**src/rtl/audio_mixer.sv**
```systemverilog
// Stereo Paula mixer feeding the sigma-delta modulator: one shared multiplier
// steps through the four channels, ch0+ch3 to the left sum, ch1+ch2 to the right.
//
// state | meaning
// IDLE  | waiting for sample_en
// CH0   | scale ch0, add to left accumulator
// CH1   | scale ch1, add to right accumulator
// CH2   | scale ch2, add to right accumulator
// CH3   | scale ch3, add to left accumulator
// UPD   | publish sums, pulse mix_valid; a strobe here restarts at CH0
module audio_mixer #(
   parameter int SW   = 8,
   parameter int VW   = 7,
   parameter int VMAX = 64
) (
   input  logic                    clk,
   input  logic                    reset_n,
   input  logic                    sample_en,
   input  logic signed [SW-1:0]    aud0,
   input  logic signed [SW-1:0]    aud1,
   input  logic signed [SW-1:0]    aud2,
   input  logic signed [SW-1:0]    aud3,
   input  logic        [VW-1:0]    vol0,
   input  logic        [VW-1:0]    vol1,
   input  logic        [VW-1:0]    vol2,
   input  logic        [VW-1:0]    vol3,
   input  logic        [3:0]       chan_en,
   output logic signed [SW+VW-1:0] ldatasum,
   output logic signed [SW+VW-1:0] rdatasum,
   output logic                    mix_valid,
   output logic                    busy,
   output logic                    overrun
);

   localparam int OW = SW + VW;
   localparam logic [VW-1:0] VMAX_V = VW'(VMAX);

   typedef enum logic [2:0] {IDLE, CH0, CH1, CH2, CH3, UPD} state_t;

   state_t                state;
   logic signed [SW-1:0]  aud_snap [4];
   logic        [VW-1:0]  vol_snap [4];
   logic        [3:0]     en_snap;
   logic signed [OW-1:0]  accl;
   logic signed [OW-1:0]  accr;
   logic        [1:0]     ch_idx;
   logic signed [OW-1:0]  prod;
   logic                  accept;

   function automatic logic [VW-1:0] clamp_vol(input logic [VW-1:0] v);
      return (v > VMAX_V) ? VMAX_V : v;
   endfunction

   assign accept = sample_en && (state == IDLE || state == UPD);

   always_comb begin
      ch_idx = 2'd0;
      case (state)
         CH1:     ch_idx = 2'd1;
         CH2:     ch_idx = 2'd2;
         CH3:     ch_idx = 2'd3;
         default: ch_idx = 2'd0;
      endcase
   end

   // Both operands widened to OW so the product is exact; the clamp keeps it in range.
   always_comb begin
      prod = '0;
      if (en_snap[ch_idx])
         prod = $signed({{VW{aud_snap[ch_idx][SW-1]}}, aud_snap[ch_idx]})
              * $signed({{SW{1'b0}}, vol_snap[ch_idx]});
   end

   always_ff @(posedge clk or negedge reset_n) begin
      if (!reset_n) begin
         state     <= IDLE;
         ldatasum  <= '0;
         rdatasum  <= '0;
         accl      <= '0;
         accr      <= '0;
         mix_valid <= 1'b0;
         busy      <= 1'b0;
         overrun   <= 1'b0;
         en_snap   <= '0;
         for (int i = 0; i < 4; i++) begin
            aud_snap[i] <= '0;
            vol_snap[i] <= '0;
         end
      end else begin
         mix_valid <= 1'b0;
         if (accept) begin
            aud_snap[0] <= aud0;
            aud_snap[1] <= aud1;
            aud_snap[2] <= aud2;
            aud_snap[3] <= aud3;
            vol_snap[0] <= clamp_vol(vol0);
            vol_snap[1] <= clamp_vol(vol1);
            vol_snap[2] <= clamp_vol(vol2);
            vol_snap[3] <= clamp_vol(vol3);
            en_snap     <= chan_en;
            accl        <= '0;
            accr        <= '0;
         end else if (sample_en) begin
            overrun <= 1'b1;
         end
         case (state)
            IDLE: begin
               if (accept) begin
                  state <= CH0;
                  busy  <= 1'b1;
               end
            end
            CH0: begin
               accl  <= accl + prod;
               state <= CH1;
            end
            CH1: begin
               accr  <= accr + prod;
               state <= CH2;
            end
            CH2: begin
               accr  <= accr + prod;
               state <= CH3;
            end
            CH3: begin
               accl  <= accl + prod;
               state <= UPD;
               busy  <= 1'b0;
            end
            UPD: begin
               ldatasum  <= accl;
               rdatasum  <= accr;
               mix_valid <= 1'b1;
               state     <= accept ? CH0 : IDLE;
               busy      <= accept;
            end
            default: begin
               state <= IDLE;
               busy  <= 1'b0;
            end
         endcase
      end
   end

endmodule

```
**config.mk**
```make
export PLATFORM = sky130hd
export DESIGN_NAME = audio_mixer
export DESIGN_NICKNAME = d
export VERILOG_FILES = /design/src/rtl/audio_mixer.sv
export SDC_FILE = /design/constraint.sdc
export NUM_CORES = 1
export LEC_CHECK = 0
export CAP_MARGIN = 40
export CORE_ASPECT_RATIO = 0.7
export CORE_UTILIZATION = 50
export DETAILED_ROUTE_END_ITERATION = 16
export PLACE_DENSITY = 0.84
export SYNTH_ARGS = -nofsm -noshare
export SYNTH_HDL_FRONTEND = slang
export SYNTH_SLANG_ARGS = --single-unit
```
**constraint.sdc**
```tcl
create_clock -name clk -period 19.2 [get_ports clk]
set_input_delay 3.84 -clock clk [delete_from_list [all_inputs] [get_ports clk]]
set_output_delay 3.84 -clock clk [all_outputs]
set_load 0.01 [all_outputs]
```
## Yosys cells after proc, flatten, opt, wreduce, memory -nomap -nowiden

Cells that the tools add are included.

- $add $sub $neg: 2
- Multipliers: 1
- Order comparisons: 6
- Equality and inequality tests: 6
- Mux-type cells: 23
- Bitwise logic cells: 3
- Reductions and logical operators: 10

Operator list:

| cell | count |
|---|---|
| two-way mux 15 bit | 4 |
| two-way mux 7 bit | 6 |
| adder 15 bit | 2 |
| > comparator 7 bit (second input constant) | 4 |
| one-hot mux 3 bit (6 select lines) | 1 |
| binary-select mux 8 bit (select 2 bit) | 1 |
| two-way mux 8 bit | 2 |
| multiplier 8 x 8 -> 15 bit | 1 |
| binary-select mux 7 bit (select 2 bit) | 1 |
| == test 3 x 2 -> 1 bit (second input constant) | 2 |
| == test 3 bit (second input constant) | 2 |
| one-hot mux 2 bit (3 select lines) | 1 |
| two-way mux 1 bit | 4 |
| AND reduction 2 bit | 2 |
| nonzero test 2 bit | 2 |
| OR reduction 2 bit | 2 |
| == test 3 x 1 -> 1 bit (second input constant) | 1 |
| >= comparator 3 bit (second input constant) | 1 |
| zero test 3 bit | 1 |
| < comparator 2 x 3 -> 1 bit (second input constant) | 1 |
| two-way mux 3 bit | 1 |
| inverter 2 -> 3 bit | 1 |
| one-hot mux 1 bit (3 select lines) | 1 |
| OR reduction 3 bit | 1 |
| other kinds (5) | 6 |

- Bits in registers: 130
- Bits of input ports: 67
- Output and inout port bits: 33
- Word-level logic and storage cells: 68

## Longest topological paths before layout

Gate-level depths: netlist (run 1).

- Depth after elaboration: 10
- Mapped depth: 31
- Mapped depth without buffers: 29

## Worst setup path after synthesis (run 1)

Ideal clock, no wire load.

- Path type: reg-to-reg
- From: register state[0]
- To: register accl[14]
- Data arrival time: 6970 ps
- Data required time: 19069 ps
- Path slack: 12098 ps
- Cell stages (with the launch flop): 30
- Buffers on the path: 3
- Period minus slack after synthesis: 7102 ps
- Path through: dfrtp_1 buf_4 buf_1 clkbuf_1 o21ai_0 nand3_1 o21ai_1 or2_2 fa_1 inv_1 fa_1 fa_1 inv_1 fa_1 inv_1 ha_1 or2_1 a21o_1 and2_1 a21o_1 a21oi_1 xor2_1 nor2_1 ha_1 nand3_1 or3_1 a211oi_2 nor4_1 o211ai_1 or3b_1

- Longest elaborated chain between the ends: 10
- Elaborated cells between the ends (all ways): 24
- Those cells by class: add/sub: 1; mul: 1; eq/ne: 5; mux: 11; bitwise: 1; reduce/logical: 5

Ends and longest elaborated chain:

| element | line | RTL |
|---|---|---|
| start, declared | 40 | `state_t state;` |
| start signal, assigned | 134 | `state <= accept ? CH0 : IDLE;` |
| == test 3 bit / == test 3 x 2 -> 1 bit (equally long branches) | 58, 106 |  |
| one-hot mux 2 bit (3 select lines) | 58 | `case (state)` |
| inverter 2 -> 3 bit (not written as such) | 70, 71 |  |
| binary-select mux 8 bit (select 2 bit) / binary-select mux 7 bit (select 2 bit) (equally long branches) | 70, 71 |  |
| two-way mux 8 bit (not written as such) / two-way mux 7 bit (equally long branches) (2 in a row) | 70, 71 |  |
| multiplier 8 x 8 -> 15 bit | 71 | `* $signed({{SW{1'b0}}, vol_snap[ch_idx]});` |
| two-way mux 15 bit | 69 | `if (en_snap[ch_idx])` |
| adder 15 bit | 114, 126 |  |
| two-way mux 15 bit | - |  |
| end signal, assigned | 114 | `accl <= accl + prod;` |
| end signal, assigned | 126 | `accl <= accl + prod;` |
| end, declared | 44 | `logic signed [OW-1:0] accl;` |

Parallel ways exist; a longest one is shown, timed or not. The select of a mux whose other input is x is not followed.
A chain may end at the register's enable or synchronous reset.

## Final worst setup path (run 1)

Ends and elaborated chain as after synthesis.

==> results of run 1 <==
## final cells by class
type | count | area [sq um] | area share [%]
multi-input combinational | 850 | 5568 | 50.07
clock inverter | 12 | 145.1 | 1.305
timing repair buffer | 110 | 1111 | 9.992
clock buffer | 20 | 446.7 | 4.017
inverter | 80 | 300.3 | 2.701
sequential | 130 | 3253 | 29.26
tap | 236 | 295.3 | 2.656
## registers in the layout (all words and copies together) (netlist names)
name and cells:
aud_snap 32, vol_snap 28, accl 15, accr 15
ldatasum 15, rdatasum 15, en_snap 4, state 3
busy 1, mix_valid 1, overrun 1
## logic make-up after synthesis
logic type / synth area share, %
and+or+nand+nor: 23.93
AOI/OAI and AO/OA: 12.47
buffers and inverters: 5.400
DFF: 34.93
adders and majority gates: 17.25
xor gates and xnor gates: 3.385
muxes: 2.646
## placed cells by master (no fill, tap or decap), types with 3 or more instances in the layout
cell type          n
nand2_1          301
dfrtp_1          130
nor2_1            98
clkdlybuf4s50_1   98
inv_1             80
o21ai_0           55
ha_1              54
fa_1              46
a21oi_1           31
nand3b_1          26
mux2i_1           19
nand3_1           19
xor2_1            18
xnor2_1           18
clkbuf_16         17
nand2b_1          15
o21ai_1           14
nor3_1            13
nor2b_1           10
a21o_1            10
buf_4             10
a211oi_1           9
or2_2              7
o21a_1             7
inv_6              6
o31ai_1            5
mux2_2             5
or3_1              5
a31oi_1            5
a211o_1            4
nor4_1             3
nand4_1            3
## worst min path at each step
stage	start	end	slack (ns)	depth (start not counted)
2_1_floorplan	en_snap[3]	en_snap[3]	0.44	2
3_3_place_gp	vol_snap[7]	vol_snap[7]	0.45	2
3_5_place_dp	overrun	overrun	0.45	1
4_1_cts	overrun	overrun	0.47	1
5_1_grt	overrun	overrun	0.48	1
6_report	overrun	overrun	0.47	1
## metrics by stage
stage	worst slack, ns	cell area, sq um
3_3_place_gp	11.70	10460
4_1_cts	11.48	11120
2_1_floorplan	12.10	9314
3_5_place_dp	11.53	10530
5_1_grt	11.05	11120
6_report	11.36	11120
## critical path, delay by kind of cell (launching register included)
family | cells | cell delay, ns
buf+inv | 4 | 0.51
flops | 1 | 0.63
xor+xnor | 1 | 0.16
fa+ha+maj | 6 | 2.72
compound gates | 6 | 1.19
simple gates | 11 | 2.52
## metal layers
| metal | up-vias | track usage [%] |
|---|---|---|
| met2 | 330 | 37.88 |
| li1 | 3808 | - |
| met5 | - | 0 |
| met3 | 46 | 6.321 |
| met4 | 0 | 8.991 |
| met1 | 3862 | 37.50 |
==> run_results.csv, run 1 <==
group,metric,value,unit
status,status,"finished clean",
worst_setup_path,start_kind,"register",
yosys,syn-num-nets,1277,
final_layout,area_growth_syn_to_layout,19.38,%
yosys,syn_area_per_cell,8.391,sq um
worst_setup_path,crit_required,19.51,ns
die,rows,41,
sta,hold_viol_final,0,
sta,fin_skew,0.01383,ns
yosys,syn_inst,1110,
die,core,18110,sq um
yosys,syn-cell-area,9314,sq um
clocking,cts_setup_buffers,0,
drt,ant_nets,0,
worst_setup_path,cp_max_fo,23,
clocking,htreeDepth,4,
grt,grt_overflow,0,
worst_setup_path,cp_slowest_stage_delay,0.63,ns
worst_setup_path,critical_path.endpoint,"accl[14]",
grt,antenna_found_initial,0,
clocking,clock_latency,0.43,ns
clocking,cts_buffer_depth,2,
drt,drtIter0Drc,705,
yosys,yosys-top-cells-area,"dfrtp_1 (35%), nand2_1 (12%), fa_1 (9.9%)",
sta,setup_violations,0,
yosys,yosysSeqAreaShare,34.93,%
sta,timing.hold.ws,0.4690,ns
yosys,synth_area_leader_cell,"dfrtp_1",
drt,top_layer_used,"met4",
drt,post_drt_wl_per_cell,16.13,um
drt,drc_errors,0,
clocking,cts.sinks,130,
grt,first_global_vias,7677,
yosys,synthArstFlopShare,100.0,%
place,dp.cells,1406,
clocking,cts_made_buffers,17,
drt,via_count,8046,
worst_setup_path,cp.arrival,8.15,ns
worst_setup_path,r2r_setup_slack,11.36,ns
die,fp.dieW,165.1,um
worst_setup_path,rr_worst_depth,28,
sta,worst_pin_slew,0.8693,ns
clocking,cts_tree,"done",
final_layout,antennaDiodeCount,0,
clocking,cts_resized,0,
final_layout,post-route-util,61.40,%
worst_setup_path,cpMostUsedCell,"fa_1",
grt,grt_pass1_wl,38.35,mm
yosys,netlist.area_leader.share,34.93,%
die,num_io_pins,100,
clocking,clockRootBuffer,"clkbuf_16",
die,initial_core_util,51.43,%
yosys,yosysWarnings,0,
sta,final.setup.tns,0,ns
die,die-area,19190,sq um
die,dieHeight,116.2,um
worst_setup_path,r2r-end,"accl[14]",
final_layout,drive_above_1_share,5.740,%
worst_setup_path,crit_type,"register to register",
grt,grtUsageTotal,25.89,%
worst_setup_path,worstSetupStartpoint,"state[0]",
sta,max_slew_margin,41.83,%
sta,rsz0062_at_grt,"false",
final_layout,final_cells,1438,
worst_setup_path,slowest_stage,"dfrtp_1",
yosys,ys.flop_type,"dfrtp_1",
yosys,synthTopCellsByCount,"nand2_1 (302), dfrtp_1 (130), nor2_1 (99)",
yosys,synth-edff-count,0,
yosys,ys_seq_elements,130,
sta,slew_viol_final,0,
drt,dr_wl_met2,10.06,mm
drt,via_per_inst,5.595,
sta,clock.fmax,0.1275,GHz
worst_hold_path,hold_path.class,"register to register",
final_layout,n_fill_cell,1461,
drt,drt_wl_total,23.20,mm
sta,period_share,40.86,%
place,numPortBuffers,99,
sta,post-route-min-period,7.845,ns
place,routabilityCongestion,0.9304,
job,drv_cap,0,
final_layout,final_nets,1356,
drt,drt-pass1-iter-count,5,
clocking,clk_pin_slew,0.06,ns
clocking,ctsHoldBuffers,0,
worst_setup_path,regToRegStartpoint,"state[0]",
yosys,synth_cell_type_count,69,
worst_setup_path,worstSetupEndpointType,"register",
yosys,synth_most_common_cell,"nand2_1",
drt,met3WireLength,1.999,mm
place,dp_hpwl,17.27,mm
grt,grt_max_degree,72,
drt,met1Wirelength,10.73,mm
Power of run 1 is left out: the tool's default activity adds up to more than one toggle a clock period on the data nets, which glitch-free logic cannot reach.
==> run 2: changes to the inputs <==
==> constraint.sdc (replaced) <==
create_clock -name clk -period 8 [get_ports clk]
set_input_delay 1.6 -clock clk [delete_from_list [all_inputs] [get_ports clk]]
set_output_delay 1.6 -clock clk [all_outputs]
set_load 0.01 [all_outputs]
==> run 2 against run 1 <==
Net effect:
- clock skew shrank 0.0017 ns
- flip-flop and latch count unchanged
- critical path depth unchanged
- first-iteration DRC count down 3.1%
- fmax up 5.0%
- utilization is 0.59 points higher
- global-route usage up 0.62 points
- final cell count rose by 0.83%
- final area up 0.96%
- worst hold slack got worse by 0.0034 ns
- count of clock-buffer cells in the layout shrank 1
- critical endpoint unchanged
- highest routed layer unchanged
==> run_results.csv, run 2 (synthesized netlist as in run 1, its figures left out) <==
group,metric,value,unit
status,status,"finished clean",
final_layout,final_nets,1367,
sta,fin_skew,0.01214,ns
drt,drt_wl_total,23.76,mm
worst_setup_path,start_kind,"register",
sta,setup_violations,0,
clocking,cts_made_buffers,17,
sta,timing.hold.ws,0.4656,ns
drt,drt-pass1-iter-count,8,
sta,period_share,93.34,%
grt,grt_overflow,0,
grt,antenna_found_initial,1,
final_layout,drive_above_1_share,6.760,%
clocking,cts_resized,0,
drt,via_count,8126,
sta,hold_viol_final,0,
clocking,cts.sinks,130,
worst_setup_path,cp_slowest_stage_delay,0.63,ns
die,fp.dieW,165.1,um
final_layout,area_growth_syn_to_layout,20.53,%
sta,slew_viol_final,0,
worst_setup_path,worstSetupEndpointType,"register",
grt,grt_max_degree,72,
sta,clock.fmax,0.1339,GHz
clocking,cts_buffer_depth,2,
final_layout,finalInstanceArea,11230,sq um
clocking,cts_setup_buffers,0,
die,rows,41,
final_layout,top_register,"aud_snap",
die,die-area,19190,sq um
sta,post-route-min-period,7.468,ns
drt,post_drt_wl_per_cell,16.39,um
grt,grtUsageTotal,26.50,%
sta,final.setup.tns,0,ns
drt,via_per_inst,5.604,
final_layout,largest_reg_flops,32,
drt,drtIter0Drc,683,
drt,drc_errors,0,
clocking,clockRootBuffer,"clkbuf_16",
sta,worst_pin_slew,0.9021,ns
place,numPortBuffers,99,
grt,grt_pass1_wl,39.16,mm
final_layout,n_fill_cell,1499,
clocking,cts_tree,"done",
clocking,htreeDepth,4,
worst_setup_path,crit_type,"register to register",
die,dieHeight,116.2,um
clocking,clk_pin_slew,0.06,ns
die,num_io_pins,100,
sta,max_slew_margin,39.64,%
worst_setup_path,path_buf_inv,4,
final_layout,layout_commonest_cell,"nand2_1",
worst_setup_path,cpMostUsedCell,"fa_1",
final_layout,final_cell_mix,"nand2_1 (301), dfrtp_1 (130), nor2_1 (98), clkdlybuf4s50_1 (98), inv_1 (80)",
worst_hold_path,hold_path.class,"register to register",
clocking,clock_latency,0.43,ns
place,routabilityCongestion,0.9425,
die,core,18110,sq um
clocking,ctsHoldBuffers,0,
final_layout,reg_top3,"aud_snap (32), vol_snap (28)",
job,drv_cap,0,
sta,rsz0062_at_grt,"false",
place,place_area,10610,sq um
drt,ant_nets,0,
place,dp_hpwl,17.66,mm
grt,first_global_vias,7740,
worst_setup_path,cp.arrival,7.77,ns
worst_setup_path,cp_max_fo,16,
worst_setup_path,slowest_stage,"dfrtp_1",
die,initial_core_util,51.43,%
worst_setup_path,cp_top_family,"adder cells",
worst_setup_path,crit_required,8.30,ns
[run 2: cell types whose count changed in the layout (fill, tap and decap cells not counted), moves of 2 or more]
cell and delta:
buf_4 +11, inv_8 +3, clkbuf_1 -2, clkinv_4 -2
[run 2: cell type report]
class                   instances  area [sq um]  share of cell area (%)
diodes                          1         2.502                 0.02229
clock buffers                  19         452.9                   4.035
clock inverters                13         160.2                   1.427
inverters                      80         300.3                   2.675
multi-input cells             850          5568                   49.60
flip-flops and latches        130          3253                   28.98
well taps                     236         295.3                   2.630
repair buffers                121          1194                   10.63
[run 2: path summary, 6_finish.rpt]
path / startpoint / end / slack [ns] / cells past startpoint
setup / recovery: state[0] / accl[14] / 0.53 / 28
min in group asynchronous: reset_n / ldatasum[0] / 1.23 / 1
hold reg to reg: overrun / overrun / 0.47 / 1
setup reg to reg: state[0] / accl[14] / 0.53 / 28
hold / removal: overrun / overrun / 0.47 / 1
max in group asynchronous: reset_n / aud_snap[3] / 5.75 / 3
[run 2: metrics by stage]
step	instances	util, %	setup WS (ns)
floorplan	1110	-	0.8983
detailed placement	1417	58.59	0.6565
finish	1450	61.99	0.5324
global route	1449	61.98	0.08114
global placement	1414	58.25	0.7834
CTS	1449	61.98	0.5844
[run 2: per-layer routing]
layer / up-vias / track usage, % / part of all wire, % / wire, um
li1: 3835 / - / - / -
met1: 3971 / 38.42 / 47 / 11230
met2: 287 / 39.19 / 44 / 10480
met3: 33 / 6.143 / 7.0 / 1671
met4: 0 / 8.685 / 1.6 / 375
met5: - / 0 / 0 / 0
[run 2: worst reg2reg max path, delay by kind of cell (launching register included)]
kind                       cells  cell delay [ns]
and+or+nand+nor               11             2.47
DFF                            1             0.63
adders and majority gates      6             2.71
xor gates and xnor gates       1             0.16
AOI/OAI and AO/OA              6             1.01
buffers and inverters          4             0.34
Power of run 2 is left out for the same reason.
